==> src/rtl/pipe_trace_mon_if.sv <==
// Trace record port: the monitor offers one timestamped record per cycle,
// and the consumer takes it by raising tr_ready.
interface pipe_trace_mon_if #(
    parameter int unsigned PC_W = 32,
    parameter int unsigned TS_W = 16
) ();
    logic            tr_valid;
    logic            tr_ready;
    logic [4:0]      tr_class;
    logic [PC_W-1:0] tr_pc;
    logic [TS_W-1:0] tr_ts;

    modport master (output tr_valid, tr_class, tr_pc, tr_ts, input tr_ready);
    modport slave  (input tr_valid, tr_class, tr_pc, tr_ts, output tr_ready);
endinterface

==> src/rtl/pipe_trace_mon.sv <==
// Instruction-trace monitor: decodes sampled MIPS instructions into classes,
// keeps saturating per-class counts and queues timestamped trace records.
module pipe_trace_mon #(
    parameter int unsigned CNT_W     = 16,
    parameter int unsigned TS_W      = 16,
    parameter int unsigned PC_W      = 32,
    parameter int unsigned DEPTH     = 8,
    parameter bit          TRACE_NOP = 1'b0
) (
    input  logic                     clk,
    input  logic                     rst,
    input  logic                     en,
    input  logic [31:0]              instr,
    input  logic [PC_W-1:0]          pc,
    input  logic                     clr,
    input  logic [4:0]               cnt_sel,
    output logic [CNT_W-1:0]         cnt_val,
    output logic [TS_W-1:0]          cyc,
    pipe_trace_mon_if.master         tr,
    output logic [CNT_W-1:0]         drop_cnt,
    output logic [$clog2(DEPTH):0]   fifo_level
);
    localparam int unsigned AW   = $clog2(DEPTH);
    localparam int unsigned LW   = AW + 1;
    localparam int unsigned NCLS = 17;

    typedef struct packed {
        logic [4:0]      cls;
        logic [PC_W-1:0] pc;
        logic [TS_W-1:0] ts;
    } rec_t;

    logic [4:0]       cls;
    logic [5:0]       op;
    logic [5:0]       funct;
    logic [CNT_W-1:0] cnt_q [NCLS];
    rec_t             mem   [DEPTH];
    logic [AW-1:0]    wr_ptr;
    logic [AW-1:0]    rd_ptr;
    logic [LW-1:0]    level;
    logic             push, pop, full, accept, drop;

    assign op    = instr[31:26];
    assign funct = instr[5:0];

    // Instruction class decode
    always_comb begin
        cls = 5'd16;
        if (instr == 32'd0) begin
            cls = 5'd0;
        end else begin
            case (op)
                6'd0: begin
                    case (funct)
                        6'd32:   cls = 5'd1;
                        6'd34:   cls = 5'd2;
                        6'd36:   cls = 5'd3;
                        6'd37:   cls = 5'd4;
                        6'd42:   cls = 5'd5;
                        6'd0:    cls = 5'd6;
                        6'd25:   cls = 5'd7;
                        6'd16:   cls = 5'd8;
                        6'd18:   cls = 5'd9;
                        default: cls = 5'd16;
                    endcase
                end
                6'd9:    cls = 5'd10;
                6'd35:   cls = 5'd11;
                6'd43:   cls = 5'd12;
                6'd4:    cls = 5'd13;
                6'd5:    cls = 5'd14;
                6'd2:    cls = 5'd15;
                default: cls = 5'd16;
            endcase
        end
    end

    assign push   = en && ((cls != 5'd0) || TRACE_NOP);
    assign full   = (level == LW'(DEPTH));
    assign pop    = (level != LW'(0)) && tr.tr_ready;
    assign accept = push && (!full || pop);
    assign drop   = push && full && !pop;

    // Per-class saturating counters; clear wins over a same-cycle sample
    always_ff @(posedge clk) begin
        if (rst || clr) begin
            for (int i = 0; i < NCLS; i++) cnt_q[i] <= '0;
        end else if (en && (cnt_q[cls] != '1)) begin
            cnt_q[cls] <= cnt_q[cls] + CNT_W'(1);
        end
    end

    always_ff @(posedge clk) begin
        if (rst || clr) begin
            drop_cnt <= '0;
        end else if (drop && (drop_cnt != '1)) begin
            drop_cnt <= drop_cnt + CNT_W'(1);
        end
    end

    always_ff @(posedge clk) begin
        if (rst) cyc <= '0;
        else     cyc <= cyc + TS_W'(1);
    end

    // Trace FIFO; a full FIFO still accepts when the head leaves the same cycle
    always_ff @(posedge clk) begin
        if (rst) begin
            wr_ptr <= '0;
            rd_ptr <= '0;
            level  <= '0;
            for (int i = 0; i < DEPTH; i++) mem[i] <= '0;
        end else begin
            if (accept) begin
                mem[wr_ptr] <= '{cls: cls, pc: pc, ts: cyc};
                wr_ptr      <= wr_ptr + AW'(1);
            end
            if (pop) rd_ptr <= rd_ptr + AW'(1);
            case ({accept, pop})
                2'b10:   level <= level + LW'(1);
                2'b01:   level <= level - LW'(1);
                default: level <= level;
            endcase
        end
    end

    assign cnt_val     = (cnt_sel <= 5'd16) ? cnt_q[cnt_sel] : '0;
    assign fifo_level  = level;
    assign tr.tr_valid = (level != LW'(0));
    assign tr.tr_class = mem[rd_ptr].cls;
    assign tr.tr_pc    = mem[rd_ptr].pc;
    assign tr.tr_ts    = mem[rd_ptr].ts;
endmodule

==> src/flat_wrapper.sv <==
// flat-port wrapper written by rule: the top's interface ports become plain ports
module pipe_trace_mon_flat 
#(
    parameter int unsigned CNT_W     = 16,
    parameter int unsigned TS_W      = 16,
    parameter int unsigned PC_W      = 32,
    parameter int unsigned DEPTH     = 8,
    parameter bit          TRACE_NOP = 1'b0
)
  (clk, rst, en, instr, pc, clr, cnt_sel, cnt_val, cyc, drop_cnt, fifo_level, tr_tr_valid, tr_tr_class, tr_tr_pc, tr_tr_ts, tr_tr_ready);
  pipe_trace_mon_if #(.PC_W(PC_W), .TS_W(TS_W)) tr_i ();
  input  logic clk;
  input  logic rst;
  input  logic en;
  input  logic [31:0] instr;
  input  logic [PC_W-1:0] pc;
  input  logic clr;
  input  logic [4:0] cnt_sel;
  output logic [CNT_W-1:0] cnt_val;
  output logic [TS_W-1:0] cyc;
  output logic [CNT_W-1:0] drop_cnt;
  output logic [$clog2(DEPTH):0] fifo_level;
  output wire logic [$bits(tr_i.tr_valid)-1:0] tr_tr_valid;
  output wire logic [$bits(tr_i.tr_class)-1:0] tr_tr_class;
  output wire logic [$bits(tr_i.tr_pc)-1:0] tr_tr_pc;
  output wire logic [$bits(tr_i.tr_ts)-1:0] tr_tr_ts;
  input wire logic [$bits(tr_i.tr_ready)-1:0] tr_tr_ready;
  assign tr_tr_valid = tr_i.tr_valid;
  assign tr_tr_class = tr_i.tr_class;
  assign tr_tr_pc = tr_i.tr_pc;
  assign tr_tr_ts = tr_i.tr_ts;
  assign tr_i.tr_ready = tr_tr_ready;
  pipe_trace_mon #(.CNT_W(CNT_W), .TS_W(TS_W), .PC_W(PC_W), .DEPTH(DEPTH), .TRACE_NOP(TRACE_NOP)) u_core (.clk(clk), .rst(rst), .en(en), .instr(instr), .pc(pc), .clr(clr), .cnt_sel(cnt_sel), .cnt_val(cnt_val), .cyc(cyc), .tr(tr_i), .drop_cnt(drop_cnt), .fifo_level(fifo_level));
endmodule
==> config.mk <==
export PLATFORM = sky130hd
export DESIGN_NAME = pipe_trace_mon_flat
export DESIGN_NICKNAME = d
export VERILOG_FILES = /design/src/rtl/pipe_trace_mon_if.sv /design/src/rtl/pipe_trace_mon.sv /design/src/flat_wrapper.sv
export SDC_FILE = /design/constraint.sdc
export NUM_CORES = 1
export LEC_CHECK = 0
export CORE_MARGIN = 8
export CORE_UTILIZATION = 42
export CTS_CLUSTER_SIZE = 25
export DETAILED_ROUTE_END_ITERATION = 7
export SKIP_CTS_REPAIR_TIMING = 1
export SLEW_MARGIN = 10
export SYNTH_ARGS = -nofsm -noshare
export SYNTH_HDL_FRONTEND = slang
export SYNTH_SLANG_ARGS = --single-unit
export TNS_END_PERCENT = 20
==> constraint.sdc <==
create_clock -name clk -period 9.4 [get_ports clk]
set_clock_uncertainty 0.15 [all_clocks]
set_input_delay 1.41 -clock clk [delete_from_list [all_inputs] [get_ports clk]]
set_output_delay 1.41 -clock clk [all_outputs]
set_load 0.05 [all_outputs]
==> results.md <==
- Outcome: finished clean
- Hold crit path type: reg2reg
- Chip Width: about 320 um
- I/O Buffers: between 150 and 200
- Commonest cells after routing, fill and taps aside: edfxtp_1 (715), and2_1 (333), mux4_2 (183)
- Simple-Gate Fraction of Synth Area: 0.1510
- Die H: approximately 320 um
- CP max-delay cell: or4_4
- Util after Layout: 0.4914
- Later-pin clock latency in the skew report: roughly 0.67 ns
- Crit path cell chain: clkdlybuf4s50_1, or4_4, nor4_4, nand3_4, buf_4, o211a_4, buf_4, mux2i_1, a222oi_1, and4b_1, ha_1, nand4_1, or3b_1, nor2_4, buf_4, buf_4, a2111oi_0
- Synth Instances: approximately 2,800
- Critical path type: in2reg
- Startpoint Class: input pin
- Hpwl dp: about 72,000 um
- WP data arrival: 8.02 ns
- Area growth, synth to finish: 15.86%
- Crit Path Max Fanout: between 40 and 50
- Die area: slightly above 0.1 mm^2
- Clock-pin slew on the worst setup and hold paths: roughly 0.060 ns
- Mux cell area share after synthesis: 0.1401
- # setup viols final: 0
- Row count: 110
- Vias/cell: around 6.4
- Mapped Area: 0.03824 mm^2
- Vias in the first global route: around 27,000
- Area of the core: between 0.09 and 0.1 mm^2
- Grt total ovfl: 0
- RD Place Congestion: between 0.9 and 1
- Yosys warns: 0
- CTS tree: yes
- Final Instance Count excl. Fillers: ~4,200
- Syn Area/Cell: about 14 um^2
- Leakage: ~15 nW
- Delay-heaviest family, CP: simple AND/OR/NAND/NOR gates
- Pwr dens: between 200 and 250 mW/mm^2
- Place WS: roughly 1.1 ns
- Asr flop ratio synth: 0
- CTS Buffer Depth: 3
- Layout cell share with drive strength beyond 1: 0.1843
- Maximum VDD drop: about 0.14 mV
- Initial Util: 0.4241
- RSZ-0062 raised after global routing: no
- Clock sink count: 760
- WP data required: 9.57 ns
- Pwr Total: roughly 8.9 mW
- Crit path time final: slightly below 8 ns
- Fin. max-slew vios: 0
- Commonest non-fill, non-tap cell in the layout: edfxtp_1
- TritonCTS Buffers: 84
- Placed instance area: between 0.04 and 0.05 mm^2
- Post-layout nets: roughly 3,000
- Starting DRT DRC Count: just under 3,000
- Routed WL: between 100,000 and 150,000 um
- Number of flops mapped to enable cells by yosys: between 700 and 800
- IO Count: 180
- Critical Path Most Common Cell: buf_4
- Setup TNS: 0 ns
- Synth Area in Adders: 0.002814
- Storage element area: ~0.022 mm^2
- First-pass GRT wire length: about 180,000 um
- Xor and xnor fraction of the mapped netlist area: 0.009621
- Seq/Total Area, Yosys: 0.5851
- Max cap viols: 0
- Fin. Hold Viols: 0
- Post-synthesis compound-gate area fraction: 0.07428
- Ys flop type: edfxtp_1
- GRT Overall Usage: 0.2337
- Crit-path max cell delay: around 0.66 ns
- Setup ws final: 1.546 ns
- Routed length per placed instance: between 20 and 30 um
- Fin Hold WS: around 0.33 ns
- WP buf/inv: 5
- Via count: ~27,000
- DRT Pass-1 Iters: 6
- Max Fclk: 127.3 MHz
- Multi-input gate area: ~0.015 mm^2
- Finished layout cell area: ~0.044 mm^2
- Final worst path period share: 0.8356
- Main combinational cell family by area after synthesis: simple AND/OR/NAND/NOR gates
- Crit end category: flip-flop
- Worst Max-Slew Pin Slew: 1.247 ns
- Yosys reg bits: 760
- H-tree depth: 3
- Rel. slew slack: 0.1690
- Post-route ant nets: 0
- Root buffer selected by CTS: clkbuf_16
- Fill cell count: 7,690
- Initial antenna violation count: 4
- Yosys cell types: 94
- # DRC: 0
- Inst Count DP: about 4,000
- Pin count of the biggest net entering global routing: between 100 and 150
==> Yosys cell counts, types with 14 or more instances <==
| library cell | instances | area (um^2) |
|---|---|---|
| a211oi_1 | 36 | 270.3 |
| buf_1 | 31 | 116.4 |
| o31ai_1 | 14 | 105.1 |
| buf_2 | 58 | 290.3 |
| mux2_2 | 59 | 664.4 |
| o21ai_0 | 36 | 180.2 |
| nor4_1 | 157 | 982.2 |
| a21oi_1 | 53 | 265.3 |
| mux4_2 | 183 | 4121 |
| o2111a_1 | 24 | 270.3 |
| xor2_1 | 27 | 236.5 |
| and2_1 | 333 | 2083 |
| mux2i_1 | 57 | 570.6 |
| o2111ai_1 | 17 | 148.9 |
| edfxtp_1 | 715 | 21470 |
| a2111oi_0 | 63 | 551.8 |
| xnor2_1 | 15 | 131.4 |
| and3_1 | 65 | 406.6 |
| o211ai_1 | 21 | 157.7 |
| nand4_1 | 15 | 93.84 |
| nor2_1 | 135 | 506.7 |
| clkbuf_1 | 194 | 728.2 |
| dfxtp_1 | 45 | 900.9 |
| inv_1 | 44 | 165.2 |
| nand2_1 | 114 | 427.9 |
| nand2b_1 | 15 | 93.84 |
| nor3_1 | 43 | 215.2 |
| nand3_1 | 61 | 305.3 |
==> layer usage <==
metal  track usage  vias up  routed length (um)
li1              -    11260                   -
met1        0.3001    13510               47550
met2        0.3883     1498               59580
met3       0.04776      280               10700
met4       0.09172        2                4785
met5             0        -                   7
==> state kept, by name, indices dropped and copies added, names as in the netlist, named ones only <==
| name | cells |
|---|---|
| u_core.fifo_level | 4 |
| u_core.wr_ptr | 3 |
| u_core.cyc | 16 |
| u_core.mem | 424 |
| u_core.cnt_q | 291 |
| u_core.rd_ptr | 3 |
| u_core.drop_cnt | 16 |
==> worst reg2reg max path: stages, from the launching register on <==
cell,delay (ns)
edfxtp_1,0.37
o2111a_1,0.19
a2111oi_0,0.06
or4_1,0.57
nor4_2,0.34
ha_1,0.27
nand4_1,0.20
or3b_1,0.56
nor2_4,0.40
buf_4,0.41
buf_4,0.53
a2111oi_0,0.18
==> cell families (layout without fill, tap and decap cells) <==
kind of cell,count (synthesis),count (layout)
xor gates and xnor gates,42,42
DFF,760,760
buffers and inverters,341,479
muxes,299,299
other,1,21
adders and majority gates,8,8
AOI/OAI and AO/OA,363,363
and+or+nand+nor,1015,1015
==> path summary, 6_finish.rpt <==
check                            from                  end  slack [ns]  cells after the start
setup / recovery            instr[29]  u_core.cnt_q[1][11]        1.55                     17
hold / removal       u_core.rd_ptr[1]            flip-flop        0.33                      2
setup reg to reg  u_core.cnt_q[11][0]  u_core.cnt_q[1][11]        4.82                     11
hold reg to reg      u_core.rd_ptr[1]            flip-flop        0.33                      2
==> power by group <==
group	leakage, nW	total (mW)	switching (mW)	internal [mW]
Sequential	7.98	4.00	0.123	3.88
Combinational	5.78	1.53	0.951	0.577
Clock	1.36	3.34	1.43	1.91
==> cell type report <==
type,count,share of cell area
diodes,2,0.0001130
clock buffers,116,0.05318
clock inverters,39,0.009942
inverters,47,0.003982
multi-input cells,1746,0.3370
flip-flops and latches,760,0.5052
well taps,1176,0.03322
repair buffers,277,0.05734
(Power assumes the default switching activity.)
